===== src/rtl/dma_axi_read_master_if.sv =====
// AXI4 read address and read data channel bundle used by the DMA read master.
interface dma_axi_read_master_if #(
   parameter int ADDR_W = 32,
   parameter int DATA_W = 32,
   parameter int ID_W   = 4
);
   logic [ID_W-1:0]   arid;
   logic [ADDR_W-1:0] araddr;
   logic [7:0]        arlen;
   logic [2:0]        arsize;
   logic [1:0]        arburst;
   logic              arvalid;
   logic              arready;
   logic [DATA_W-1:0] rdata;
   logic [1:0]        rresp;
   logic              rlast;
   logic              rvalid;
   logic              rready;

   modport master (
      output arid, araddr, arlen, arsize, arburst, arvalid, rready,
      input  arready, rdata, rresp, rlast, rvalid
   );

   modport slave (
      input  arid, araddr, arlen, arsize, arburst, arvalid, rready,
      output arready, rdata, rresp, rlast, rvalid
   );
endinterface


===== src/rtl/dma_axi_read_master.sv =====
// One INCR read burst per request; R beats go straight to the FIFO, rready follows ~fifo_full.
// Optional watchdog under `DMA_RD_TIMEOUT_EN aborts a burst after TIMEOUT_CYCLES idle cycles.
module dma_axi_read_master #(
   parameter int ADDR_W         = 32,
   parameter int DATA_W         = 32,
   parameter int ID_W           = 4,
   parameter int TIMEOUT_CYCLES = 1024
) (
   input  logic                  clk,
   input  logic                  rst,
   input  logic                  i_start_read_burst,
   input  logic [7:0]            i_burst_len,
   input  logic [ADDR_W-1:0]     i_src_addr,
   input  logic [1:0]            i_transfer_width,
   output logic                  o_read_burst_done,
   output logic                  o_axi_error,
   output logic                  o_rd_busy,
   output logic [8:0]            o_beat_count,
   output logic                  o_fifo_wr_en,
   output logic [DATA_W-1:0]     o_fifo_wdata,
   input  logic                  i_fifo_full,
   dma_axi_read_master_if.master m_axi
);

   typedef enum logic [1:0] {
      S_IDLE,
      S_ADDR,
      S_DATA,
      S_DONE
   } state_t;

   state_t            r_state;
   state_t            w_state_nxt;
   logic [ADDR_W-1:0] r_araddr;
   logic [7:0]        r_arlen;
   logic [2:0]        r_arsize;
   logic [8:0]        r_beat_count;
   logic              r_err;
   logic              r_busy;

   logic              w_arvalid;
   logic              w_rready;
   logic              w_ar_hs;
   logic              w_r_hs;
   logic              w_final;
   logic              w_end;
   logic              w_timeout;

   assign w_arvalid = (r_state == S_ADDR);
   assign w_rready  = (r_state == S_DATA) & ~i_fifo_full;
   assign w_ar_hs   = w_arvalid & m_axi.arready;
   assign w_r_hs    = w_rready & m_axi.rvalid;
   assign w_final   = (r_beat_count == {1'b0, r_arlen});
   assign w_end     = w_r_hs & (m_axi.rlast | w_final);

   assign m_axi.arid    = '0;
   assign m_axi.araddr  = r_araddr;
   assign m_axi.arlen   = r_arlen;
   assign m_axi.arsize  = r_arsize;
   assign m_axi.arburst = 2'b01;
   assign m_axi.arvalid = w_arvalid;
   assign m_axi.rready  = w_rready;

   // Accepted beats are forwarded in the same cycle; no skid storage is needed.
   assign o_fifo_wr_en  = w_r_hs;
   assign o_fifo_wdata  = m_axi.rdata;
   assign o_axi_error   = r_err;
   assign o_rd_busy     = r_busy;
   assign o_beat_count  = r_beat_count;

`ifdef DMA_RD_TIMEOUT_EN
   localparam int CNT_W = $clog2(TIMEOUT_CYCLES + 1);
   logic [CNT_W-1:0] r_idle_cnt;
   logic             w_waiting;

   assign w_waiting = (r_state == S_ADDR) | (r_state == S_DATA);
   assign w_timeout = w_waiting & ~w_ar_hs & ~w_r_hs
                    & (r_idle_cnt == CNT_W'(TIMEOUT_CYCLES - 1));

   always_ff @(posedge clk) begin
      if (rst || !w_waiting || w_ar_hs || w_r_hs) begin
         r_idle_cnt <= '0;
      end else begin
         r_idle_cnt <= r_idle_cnt + 1'b1;
      end
   end
`else
   assign w_timeout = 1'b0;
`endif

   always_comb begin
      w_state_nxt       = r_state;
      o_read_burst_done = 1'b0;
      case (r_state)
         S_IDLE: if (i_start_read_burst) w_state_nxt = S_ADDR;
         S_ADDR: begin
            if (w_ar_hs)        w_state_nxt = S_DATA;
            else if (w_timeout) w_state_nxt = S_DONE;
         end
         S_DATA: if (w_end || w_timeout) w_state_nxt = S_DONE;
         S_DONE: begin
            o_read_burst_done = 1'b1;
            w_state_nxt       = S_IDLE;
         end
         default: w_state_nxt = S_IDLE;
      endcase
   end

   always_ff @(posedge clk) begin
      if (rst) begin
         r_state      <= S_IDLE;
         r_araddr     <= '0;
         r_arlen      <= '0;
         r_arsize     <= '0;
         r_beat_count <= '0;
         r_err        <= 1'b0;
         r_busy       <= 1'b0;
      end else begin
         r_state <= w_state_nxt;
         case (r_state)
            S_IDLE: begin
               if (i_start_read_burst) begin
                  r_araddr     <= i_src_addr;
                  r_arlen      <= i_burst_len;
                  r_arsize     <= (i_transfer_width == 2'd3) ? 3'b010 : {1'b0, i_transfer_width};
                  r_beat_count <= '0;
                  r_err        <= 1'b0;
                  r_busy       <= 1'b1;
               end
            end
            S_DATA: begin
               if (w_r_hs) begin
                  r_beat_count <= r_beat_count + 9'd1;
                  // Covers both an early rlast and an rlast missing on the final beat.
                  if (m_axi.rresp != 2'b00 || (m_axi.rlast != w_final)) r_err <= 1'b1;
               end
            end
            S_DONE: r_busy <= 1'b0;
            default: ;
         endcase
         if (w_timeout) r_err <= 1'b1;
      end
   end

endmodule


===== src/flat_wrapper.sv =====
// flat-port wrapper written by rule: the top's interface ports become plain ports
module dma_axi_read_master_flat 
#(
   parameter int ADDR_W         = 32,
   parameter int DATA_W         = 32,
   parameter int ID_W           = 4,
   parameter int TIMEOUT_CYCLES = 1024
)
  (clk, rst, i_start_read_burst, i_burst_len, i_src_addr, i_transfer_width, o_read_burst_done, o_axi_error, o_rd_busy, o_beat_count, o_fifo_wr_en, o_fifo_wdata, i_fifo_full, m_axi_arid, m_axi_araddr, m_axi_arlen, m_axi_arsize, m_axi_arburst, m_axi_arvalid, m_axi_rready, m_axi_arready, m_axi_rdata, m_axi_rresp, m_axi_rlast, m_axi_rvalid);
  dma_axi_read_master_if #(.ADDR_W(ADDR_W), .DATA_W(DATA_W), .ID_W(ID_W)) m_axi_i ();
  input  logic clk;
  input  logic rst;
  input  logic i_start_read_burst;
  input  logic [7:0] i_burst_len;
  input  logic [ADDR_W-1:0] i_src_addr;
  input  logic [1:0] i_transfer_width;
  output logic o_read_burst_done;
  output logic o_axi_error;
  output logic o_rd_busy;
  output logic [8:0] o_beat_count;
  output logic o_fifo_wr_en;
  output logic [DATA_W-1:0] o_fifo_wdata;
  input  logic i_fifo_full;
  output wire logic [$bits(m_axi_i.arid)-1:0] m_axi_arid;
  output wire logic [$bits(m_axi_i.araddr)-1:0] m_axi_araddr;
  output wire logic [$bits(m_axi_i.arlen)-1:0] m_axi_arlen;
  output wire logic [$bits(m_axi_i.arsize)-1:0] m_axi_arsize;
  output wire logic [$bits(m_axi_i.arburst)-1:0] m_axi_arburst;
  output wire logic [$bits(m_axi_i.arvalid)-1:0] m_axi_arvalid;
  output wire logic [$bits(m_axi_i.rready)-1:0] m_axi_rready;
  input wire logic [$bits(m_axi_i.arready)-1:0] m_axi_arready;
  input wire logic [$bits(m_axi_i.rdata)-1:0] m_axi_rdata;
  input wire logic [$bits(m_axi_i.rresp)-1:0] m_axi_rresp;
  input wire logic [$bits(m_axi_i.rlast)-1:0] m_axi_rlast;
  input wire logic [$bits(m_axi_i.rvalid)-1:0] m_axi_rvalid;
  assign m_axi_arid = m_axi_i.arid;
  assign m_axi_araddr = m_axi_i.araddr;
  assign m_axi_arlen = m_axi_i.arlen;
  assign m_axi_arsize = m_axi_i.arsize;
  assign m_axi_arburst = m_axi_i.arburst;
  assign m_axi_arvalid = m_axi_i.arvalid;
  assign m_axi_rready = m_axi_i.rready;
  assign m_axi_i.arready = m_axi_arready;
  assign m_axi_i.rdata = m_axi_rdata;
  assign m_axi_i.rresp = m_axi_rresp;
  assign m_axi_i.rlast = m_axi_rlast;
  assign m_axi_i.rvalid = m_axi_rvalid;
  dma_axi_read_master #(.ADDR_W(ADDR_W), .DATA_W(DATA_W), .ID_W(ID_W), .TIMEOUT_CYCLES(TIMEOUT_CYCLES)) u_core (.clk(clk), .rst(rst), .i_start_read_burst(i_start_read_burst), .i_burst_len(i_burst_len), .i_src_addr(i_src_addr), .i_transfer_width(i_transfer_width), .o_read_burst_done(o_read_burst_done), .o_axi_error(o_axi_error), .o_rd_busy(o_rd_busy), .o_beat_count(o_beat_count), .o_fifo_wr_en(o_fifo_wr_en), .o_fifo_wdata(o_fifo_wdata), .i_fifo_full(i_fifo_full), .m_axi(m_axi_i));
endmodule

===== config.mk =====
export PLATFORM = sky130hd
export DESIGN_NAME = dma_axi_read_master_flat
export DESIGN_NICKNAME = d
export VERILOG_FILES = /design/src/rtl/dma_axi_read_master_if.sv /design/src/rtl/dma_axi_read_master.sv /design/src/flat_wrapper.sv
export SDC_FILE = /design/constraint.sdc
export NUM_CORES = 1
export LEC_CHECK = 0
export BUFFER_PORTS_ARGS = -buffer_cell sky130_fd_sc_hd__buf_2
export CAP_MARGIN = 5
export CORE_ASPECT_RATIO = 0.7
export CORE_MARGIN = 2
export CORE_UTILIZATION = 41
export CTS_BUF_LIST = sky130_fd_sc_hd__clkbuf_8 sky130_fd_sc_hd__clkbuf_16
export CTS_CLUSTER_DIAMETER = 60
export DETAILED_ROUTE_END_ITERATION = 12
export GPL_TIMING_DRIVEN = 0
export PLACE_DENSITY_LB_ADDON = 0.12
export SLEW_MARGIN = 20
export SYNTH_ARGS = -nofsm -noshare
export SYNTH_HDL_FRONTEND = slang
export SYNTH_SLANG_ARGS = --single-unit
export TNS_END_PERCENT = 50

===== constraint.sdc =====
create_clock -name clk -period 2.5 [get_ports clk]
set_clock_uncertainty 0.15 [all_clocks]
set_input_delay 0.75 -clock clk [delete_from_list [all_inputs] [get_ports clk]]
set_output_delay 0.75 -clock clk [all_outputs]
set_load 0.01 [all_outputs]

After elaboration in Yosys (flattened, before gate mapping)
Cells that the tools add are included.
- register bits after elaboration: 56
- input bits: 83
- output and inout bits: 96
- logic and storage cells: 50
- add/subtract/negate cells: 1
- equality and inequality tests: 11
- muxes and demuxes: 15
- bitwise operators: 6
- reductions and logical operators: 10
- operator list (operator ; number):
    $mux W9 ; 2
    $pmux W9 S2 ; 1
    $add A9 B1 Y9 const B ; 1
    $eq A9 B8 Y1 ; 1
    $mux W2 ; 4
    $pmux W2 S4 ; 1
    $eq A2 B2 Y1 const B ; 3
    $ne A2 B2 Y1 const B ; 3
    $reduce_and A3 Y1 ; 2
    $reduce_bool A2 Y1 ; 3
    $mux W1 ; 5
    $and A1 B1 Y1 ; 4
    $ne A2 B1 Y1 const B ; 2
    $pmux W1 S2 ; 2
    $reduce_and A2 Y1 ; 2
    $reduce_and A4 Y1 ; 1
    $eq A2 B1 Y1 const B ; 1
    $logic_not A2 Y1 ; 1
    $logic_or A1 B1 Y1 ; 1
    $ne A1 B1 Y1 ; 1
    $not A1 Y1 ; 1
    $or A1 B1 Y1 ; 1

Depth between registers and ports, before layout
Gate-level depths: netlist of the first run.
- word-level depth: 6
- gate-level depth with buffers: 9
- mapped depth without buffers: 9

Least setup slack after synthesis of the first run
Ideal clock, no wire load.
- path kind: input-to-reg
- start point: input i_fifo_full
- end point: register u_core.r_beat_count[7], in the netlist u_core.o_beat_count[7]
- library setup time: 70 ps
- data arrival time: 1799 ps
- data required time: 2280 ps
- path slack: 481 ps
- stages on the path: 5
- path buffers: 1
- cell sequence: and3b_1 -> o21ai_1 -> buf_2 -> or3_1 -> a21oi_1
- cells in the longest elaborated chain, start to end: 5
- RTL lines (what ; line ; source):
    from (decl) ; flat_wrapper.sv:23 ; input logic i_fifo_full;
    $not A1 Y1 ; dma_axi_read_master.sv:50 ; assign w_rready = (r_state == S_DATA) & ~i_fifo_full;
    $and A1 B1 Y1 ; dma_axi_read_master.sv:50 ;
    $and A1 B1 Y1 ; dma_axi_read_master.sv:52 ; assign w_r_hs = w_rready & m_axi.rvalid;
    $ne A2 B1 Y1 (no source line) ; - ;
    $reduce_and A3 Y1 (no source line) ; - ;
    to (signal assigned) ; dma_axi_read_master.sv:133 ; r_beat_count <= r_beat_count + 9'd1;
    to (decl) ; dma_axi_read_master.sv:37 ; logic [8:0] r_beat_count;
Every way passes these cells.
A chain may end at the register's enable or synchronous reset.

Worst setup path after layout of the first run
- start point: register u_core.r_beat_count[2], in the netlist u_core.o_beat_count[2]
- end point: register u_core.r_state[1]
- cells in the longest elaborated chain, start to end: 5
- RTL lines (what ; line ; source):
    $eq A9 B8 Y1 ; dma_axi_read_master.sv:53 ; assign w_final = (r_beat_count == {1'b0, r_arlen});
    $or A1 B1 Y1 ; dma_axi_read_master.sv:54 ; assign w_end = w_r_hs & (m_axi.rlast | w_final);
    $and A1 B1 Y1 ; dma_axi_read_master.sv:54 ;
    $ne A2 B1 Y1 (no source line) ; - ;
    $reduce_and A3 Y1 (no source line) ; - ;
    to (signal assigned) ; dma_axi_read_master.sv:119 ; r_state <= w_state_nxt;
    to (decl) ; dma_axi_read_master.sv:32 ; state_t r_state;
Every way passes these cells.

==> impl_results.md, run 1 <==
- Critical path capture point type: register
- Fmax: ~430 MHz
- Post-Syn Area: approximately 2500 sq um
- Minimum clock period: between 2 and 2.5 ns
- Worst-path cell with the longest stage delay: dfxtp_1
- Tightest Pin Transition: around 0.50 ns
- Hold Path Cell Cnt: 2
- Number of CTS-inserted buffers: 5
- Crit path depth: 9
- Power Density: approximately 800 nW/um^2
- Post-synth EDFFs: 0
- Top post-synthesis cells by area: dfxtp_1, nand2_1, buf_4
- Number of antenna repair diodes: 0
- Placed inst area: between 3000 and 4000 sq um
- Die Span Y: around 70 um
- WHS: approximately 0.31 ns
- Register area share after synthesis: 43.5%
- Final hold vios: 0
- DIE WIDTH: approximately 100 um
- Clk slew on worst S/H paths: roughly 0.10 ns
- Switching share of total power: between 30% and 40%
- Synth warnings: 0
- Critical Path Source Type: register
- Post-CTS Setup Repair Bufs: 0
- Total negative setup slack: 0 ns
- H-tree depth: 2
- Seq cells post-synth: 55
- Slew headroom: 66.6%
- FFs w/ async S/R, synth: 0%
- First-pass GRT wire length: 10.1 mm
- Required time of the worst setup path: 2.53 ns
- Leak: between 1.5 and 2 nW
- Share of layout cells above drive strength 1: about two fifths
- Via density: between 4 and 5
- Setup CP Type: register to register
- Combinational power share: 41.6%
- Worst path cell trace: xnor2_1 -> nand4_1 -> nor3_1 -> nand4_1 -> ha_1 -> nor3b_1 -> o221a_2 -> mux2i_1 -> nor2_1
- Gp weighted congestion: just over 0.8
- Grt ovf: 0
- HPWL Detailed: just over 5 mm
- Seq pwr share: roughly two fifths
- Fin. max-slew vios: 0
- Tot GR Track Use: 18.0%
- Port buffer count: around 140
- Post-route cell area: around 3400 sq um
- Vias in the first global route: 2214
- Clk_lat worst skew: about 0.3 ns
- Internal power: 1.74 mW
- Cell variety after synth: 34
- Max-cap violation count: 0
- Maximum vdd drop: between 0.0004 and 0.0005 V
- Syn Area/Cell: around 8.0 sq um
- Run status: completed
- Layout area overhead: 35.7%
- CTS Buffer Depth: 2
- Most frequent cells in the layout: buf_2, nand2_1, dfxtp_1
- CP top delay family: simple AND/OR/NAND/NOR gates
- Wirelength, routed: 6.47 mm
- Site Rows: 23
- Hold Crit Class: register to register
- # IOs: approximately 180
- # DRC: 0
- Core area: 5840 sq um
- Drt initial violations: between 70 and 80
- Post-cts sizing count: 0
- Crit path largest cell delay: around 0.50 ns
- Die area: 6830 sq um
- Endpoints failing setup: 0
- TritonRoute pass-1 iters: 4
- Largest net degree at the start of global routing: 17
- Clock power share: 17.8%
- Unrepaired setup endpoints after global routing: no
- Most common cell after layout, fill and taps aside: buf_2
- WP data arrival: approximately 2.3 ns
- Hold Buf Count CTS: 0
- Cells after Synth: 317
- Final nets: between 500 and 600
- Switching power: 1.09 mW
- Period utilization: roughly 92%
- CP most frequent cell: nand4_1
- Initial antenna violation count: 0
- R2R depth: 9
- Wire per inst: 11.9 um
- Top_reg_cell synth: dfxtp_1
- Pwr Total: roughly 2.8 mW
- Buf+Inv Stages, Crit Path: 0
- Synth area leader: dfxtp_1
- Crit path max fanout: 7
- Yosys top cell area share: 43.5%
- Vias: ~2500
- Total clock sinks: 55
- CTS tree: done
- Detail Route Antenna Nets: 0
- Starting density of the core: between 40% and 50%
- Root Driver: clkbuf_8
-- routing by layer --
metal	share of wire [%]	GRT usage, %
met2	44	29.4
met5	0	0
met3	10	6.45
met1	45	22.8
met4	0.74	4.17
-- cells in the mapped netlist, types with 3 or more instances --
cell / n
o21ai_0: 3
nand4_1: 4
dfxtp_1: 55
nand2_1: 90
nand3_1: 3
xnor2_1: 7
o211ai_1: 3
clkbuf_1: 13
or4_1: 3
or3_1: 3
ha_1: 7
xor2_1: 3
nor2_1: 9
a21oi_1: 49
inv_1: 5
buf_4: 39
-- tightest hold or removal path, stage by stage, from the launching register on --
cell     delay, ns
dfxtp_1       0.32
nand2_1       0.05
a21oi_1       0.05
-- state kept, by name, summed over array words and instances, names as in the netlist --
register,cells
u_core.o_beat_count,9
u_core.m_axi.araddr,32
u_core.o_rd_busy,1
u_core.m_axi.arsize,2
u_core.o_axi_error,1
u_core.r_state,2
u_core.m_axi.arlen,8
-- power groups by stage --
| stage | Clock [mW] | Combinational [mW] | Sequential, mW |
|---|---|---|---|
| 3_5_place_dp | 0 | 1.18 | 1.17 |
| 3_3_place_gp | 0 | 1.16 | 1.16 |
| 4_1_cts | 0.521 | 1.19 | 1.15 |
| 6_report | 0.503 | 1.18 | 1.15 |
| 5_1_grt | 0.558 | 1.32 | 1.17 |
| 2_1_floorplan | 0 | 0.710 | 1.23 |
-- final cells by class --
type / count / area (sq um)
fillers: 572 / 2410
clock buffers: 6 / 82.6
flip-flops and latches: 55 / 1100
inverters: 5 / 18.8
clock inverters: 2 / 12.5
well taps: 75 / 93.8
plain buffers: 54 / 358
multi-input cells: 208 / 1070
repair buffers: 139 / 696
-- metrics by stage --
step	utilization, %	setup slack [ns]	instances
finish	58.8	0.191	544
floorplan	-	0.481	322
detailed placement	57.2	0.214	536
CTS	58.8	0.188	544
global placement	57.2	0.254	536
global route	58.8	0.0196	544
-- logic make-up after synthesis --
logic type / count (synthesis) / synth area share [%]
other cells: 2 / 0.297
flops: 55 / 43.5
compound gates: 61 / 13.3
buf+inv: 59 / 14.9
mux: 2 / 0.791
fa+ha+maj: 7 / 3.46
simple gates: 121 / 20.3
xor+xnor: 10 / 3.46
-- path summary, 6_finish.rpt --
| kind | start | to | slack [ns] |
|---|---|---|---|
| setup reg to reg | u_core.o_beat_count[2] | u_core.r_state[1] | 0.19 |
| setup / recovery | u_core.o_beat_count[2] | u_core.r_state[1] | 0.19 |
| hold reg to reg | u_core.m_axi.araddr[0] | u_core.m_axi.araddr[0] | 0.31 |
| hold / removal | u_core.m_axi.araddr[0] | u_core.m_axi.araddr[0] | 0.31 |
Note: power is estimated with default switching activity, not from simulation.
==> inputs of run 2 (changes only) <==
--- a/config.mk
+++ b/config.mk
@@ -9,7 +9,7 @@
 export CAP_MARGIN = 5
 export CORE_ASPECT_RATIO = 0.7
 export CORE_MARGIN = 2
-export CORE_UTILIZATION = 41
+export CORE_UTILIZATION = 37
 export CTS_BUF_LIST = sky130_fd_sc_hd__clkbuf_8 sky130_fd_sc_hd__clkbuf_16
 export CTS_CLUSTER_DIAMETER = 60
 export DETAILED_ROUTE_END_ITERATION = 12
==> constraint.sdc (replaced) <==
create_clock -name clk -period 2.12 [get_ports clk]
set_clock_uncertainty 0.15 [all_clocks]
set_input_delay 0.636 -clock clk [delete_from_list [all_inputs] [get_ports clk]]
set_output_delay 0.636 -clock clk [all_outputs]
set_load 0.01 [all_outputs]
==> impl_results.md, run 2 (synthesis gave the netlist of run 1 again) <==
- Required time of the worst setup path: 2.15 ns (-0.38 ns)
- CTS tree: done
- Drt initial violations: 55 (-29%)
- Most common cell after layout, fill and taps aside: buf_2
- Grt ovf: 0 (unchanged)
- Most frequent cells in the layout: buf_2, nand2_1, a21oi_1
- DIE WIDTH: 103 um (+5.1%)
- Fmax: 487 MHz (+12%)
- Hold Crit Class: register to register
- Maximum vdd drop: 0.000355 V (-26%)
- Combinational power share: 42.9% (+1.3 points)
- Wire per inst: 12.5 um (+4.8%)
- Max reg flops: 32 (unchanged)
- HPWL Detailed: 5.24 mm (+2.6%)
- CTS Buffer Depth: 2 (unchanged)
- Core area: 6690 sq um (+15%)
- Setup CP Type: register to register
- Clk slew on worst S/H paths: 0.09 ns (about the same)
- Leak: 1.77 nW (+2.8%)
- Die Span Y: 73.2 um (+5.0%)
- Tightest Pin Transition: 0.603 ns (+0.103 ns)
- Number of antenna repair diodes: 0 (unchanged)
- Largest net degree at the start of global routing: 17 (unchanged)
- Unrepaired setup endpoints after global routing: yes
- # DRC: 0 (unchanged)
- Root Driver: clkbuf_8
- H-tree depth: 2 (unchanged)
- Layout area overhead: 42.0%
- Final nets: 565 (+1.3%)
- Critical Path Source Type: register
- Clock power share: 17.9% (about the same)
- Final hold vios: 0 (unchanged)
- Switching power: 1.34 mW (+23%)
- Endpoints failing setup: 0 (unchanged)
- Critical path capture point type: register
- Vias: 2566 (+3.3%)
- WHS: 0.308 ns (+0.00200 ns)
- Number of CTS-inserted buffers: 5 (unchanged)
- Share of layout cells above drive strength 1: 46.0% (+5.7 points)
- Wirelength, routed: 7.10 mm (+9.8%)
- Hold Buf Count CTS: 0 (unchanged)
- Fill cell count: 697 (+22%)
- Site Rows: 25 (+8.7%)
- Clk_lat worst skew: 0.30 ns (about the same)
- First-pass GRT wire length: 10.6 mm (+4.6%)
- Period utilization: 96.8% (+4.5 points)
- Minimum clock period: 2.05 ns (-0.256 ns)
- Worst reg-to-reg setup slack: 0.07 ns (-0.12 ns)
- Slew headroom: 59.8% (-6.8 points)
- Die area: 7530 sq um (+10%)
- Switching share of total power: 38.4% (about the same)
- Tot GR Track Use: 18.2% (+0.20 points)
- Internal power: 2.14 mW (+23%)
- # IOs: 179 (unchanged)
- Fin. max-slew vios: 0 (unchanged)
- Gp weighted congestion: 0.785 (-4.1%)
- Starting density of the core: 37.8% (-5.5 points)
- Initial antenna violation count: 0 (unchanged)
- Total negative setup slack: 0 ns (unchanged)
- TritonRoute pass-1 iters: 4 (unchanged)
- Max-cap violation count: 0 (unchanged)
- WP data arrival: 2.08 ns (-0.26 ns)
- Vias in the first global route: 2260 (+2.1%)
- Total clock sinks: 55 (unchanged)
- Power Density: 969 nW/um^2 (+18%)
- Port buffer count: 139 (unchanged)
- Via density: 4.50 (-1.4%)
- Seq pwr share: 39.2% (-1.4 points)
- Detail Route Antenna Nets: 0 (unchanged)
- Crit path max fanout: 3 (-4)
- Run status: completed
run 2: cell count changes in the layout (fill, tap and decap cells not counted), moves of 2 or more:
| cell | before | now |
|---|---|---|
| ha_2 | 0 | 2 |
| inv_1 | 6 | 3 |
| dfxtp_2 | 0 | 7 |
| dfxtp_1 | 55 | 45 |
| buf_4 | 39 | 46 |
| inv_2 | 0 | 2 |
| xnor2_2 | 0 | 3 |
| ha_1 | 7 | 4 |
| xnor2_1 | 7 | 4 |
| dfxtp_4 | 0 | 3 |
run 2: area by class of cell:
type | count | area [sq um] | share of cell area (%)
buffer | 54 | 358 | 9.95
clock buffer | 7 | 96.3 | 2.68
clock inverter | 1 | 7.51 | 0.209
inverter | 5 | 18.8 | 0.522
multi-input combinational | 208 | 1130 | 31.4
sequential | 55 | 1120 | 31.2
tap | 94 | 118 | 3.27
timing repair buffer | 146 | 748 | 20.8
run 2: worst paths after layout:
check	from	endpoint	cells after the start
setup / recovery	u_core.m_axi.arlen[7]	u_core.r_state[1]	9
hold / removal	u_core.m_axi.araddr[1]	u_core.m_axi.araddr[1]	2
setup reg to reg	u_core.m_axi.arlen[7]	u_core.r_state[1]	9
hold reg to reg	u_core.m_axi.araddr[1]	u_core.m_axi.araddr[1]	2
run 2: critical path: stages, from the launching register on:
cell and delay (ns):
dfxtp_2 0.35, xnor2_1 0.15, nand4_1 0.14, nor3_2 0.12, nand4_1 0.15, ha_2 0.21
nor3b_2 0.15, o221a_2 0.25, mux2i_1 0.21, nor2_1 0.05
run 2: routing by layer:
| metal | vias to the layer above | global-route usage [%] | part of all wire [%] |
|---|---|---|---|
| met4 | 0 | 5.56 | 1.6 |
| met5 | - | 0 | 0 |
| met1 | 1140 | 24.6 | 45 |
| met2 | 109 | 28.0 | 43 |
| met3 | 8 | 5.56 | 9.7 |
| li1 | 1309 | - | - |
run 2: timing repair:
item | in CTS | in global routing
gates resized for setup | 17 | 9
endpoints found under the hold margin | 0 | 0
buffers inserted | 7 | 0
setup endpoints to repair | 5 | 13
pin swaps | 5 | 4
run 2: stage by stage:
stage | cell area (sq um) | power [mW] | setup WS [ns] | util [%] | cells
after floorplan | 2550 | 2.29 | 0.130 | - | 322
after global routing | 3590 | 3.77 | -0.159 | 53.7 | 570
final | 3590 | 3.48 | 0.0672 | 53.7 | 570
after global placement | 3360 | 2.76 | -0.164 | 50.2 | 555
after detailed placement | 3360 | 2.80 | -0.161 | 50.2 | 555
after CTS | 3560 | 3.48 | -0.00769 | 53.1 | 570
run 2: power by group through the flow:
stage / Combinational (mW) / Sequential, mW / Clock (mW)
2_1_floorplan: 0.838 / 1.45 / 0
3_3_place_gp: 1.39 / 1.37 / 0
3_5_place_dp: 1.41 / 1.38 / 0
4_1_cts: 1.47 / 1.35 / 0.657
5_1_grt: 1.69 / 1.39 / 0.694
6_report: 1.50 / 1.36 / 0.624
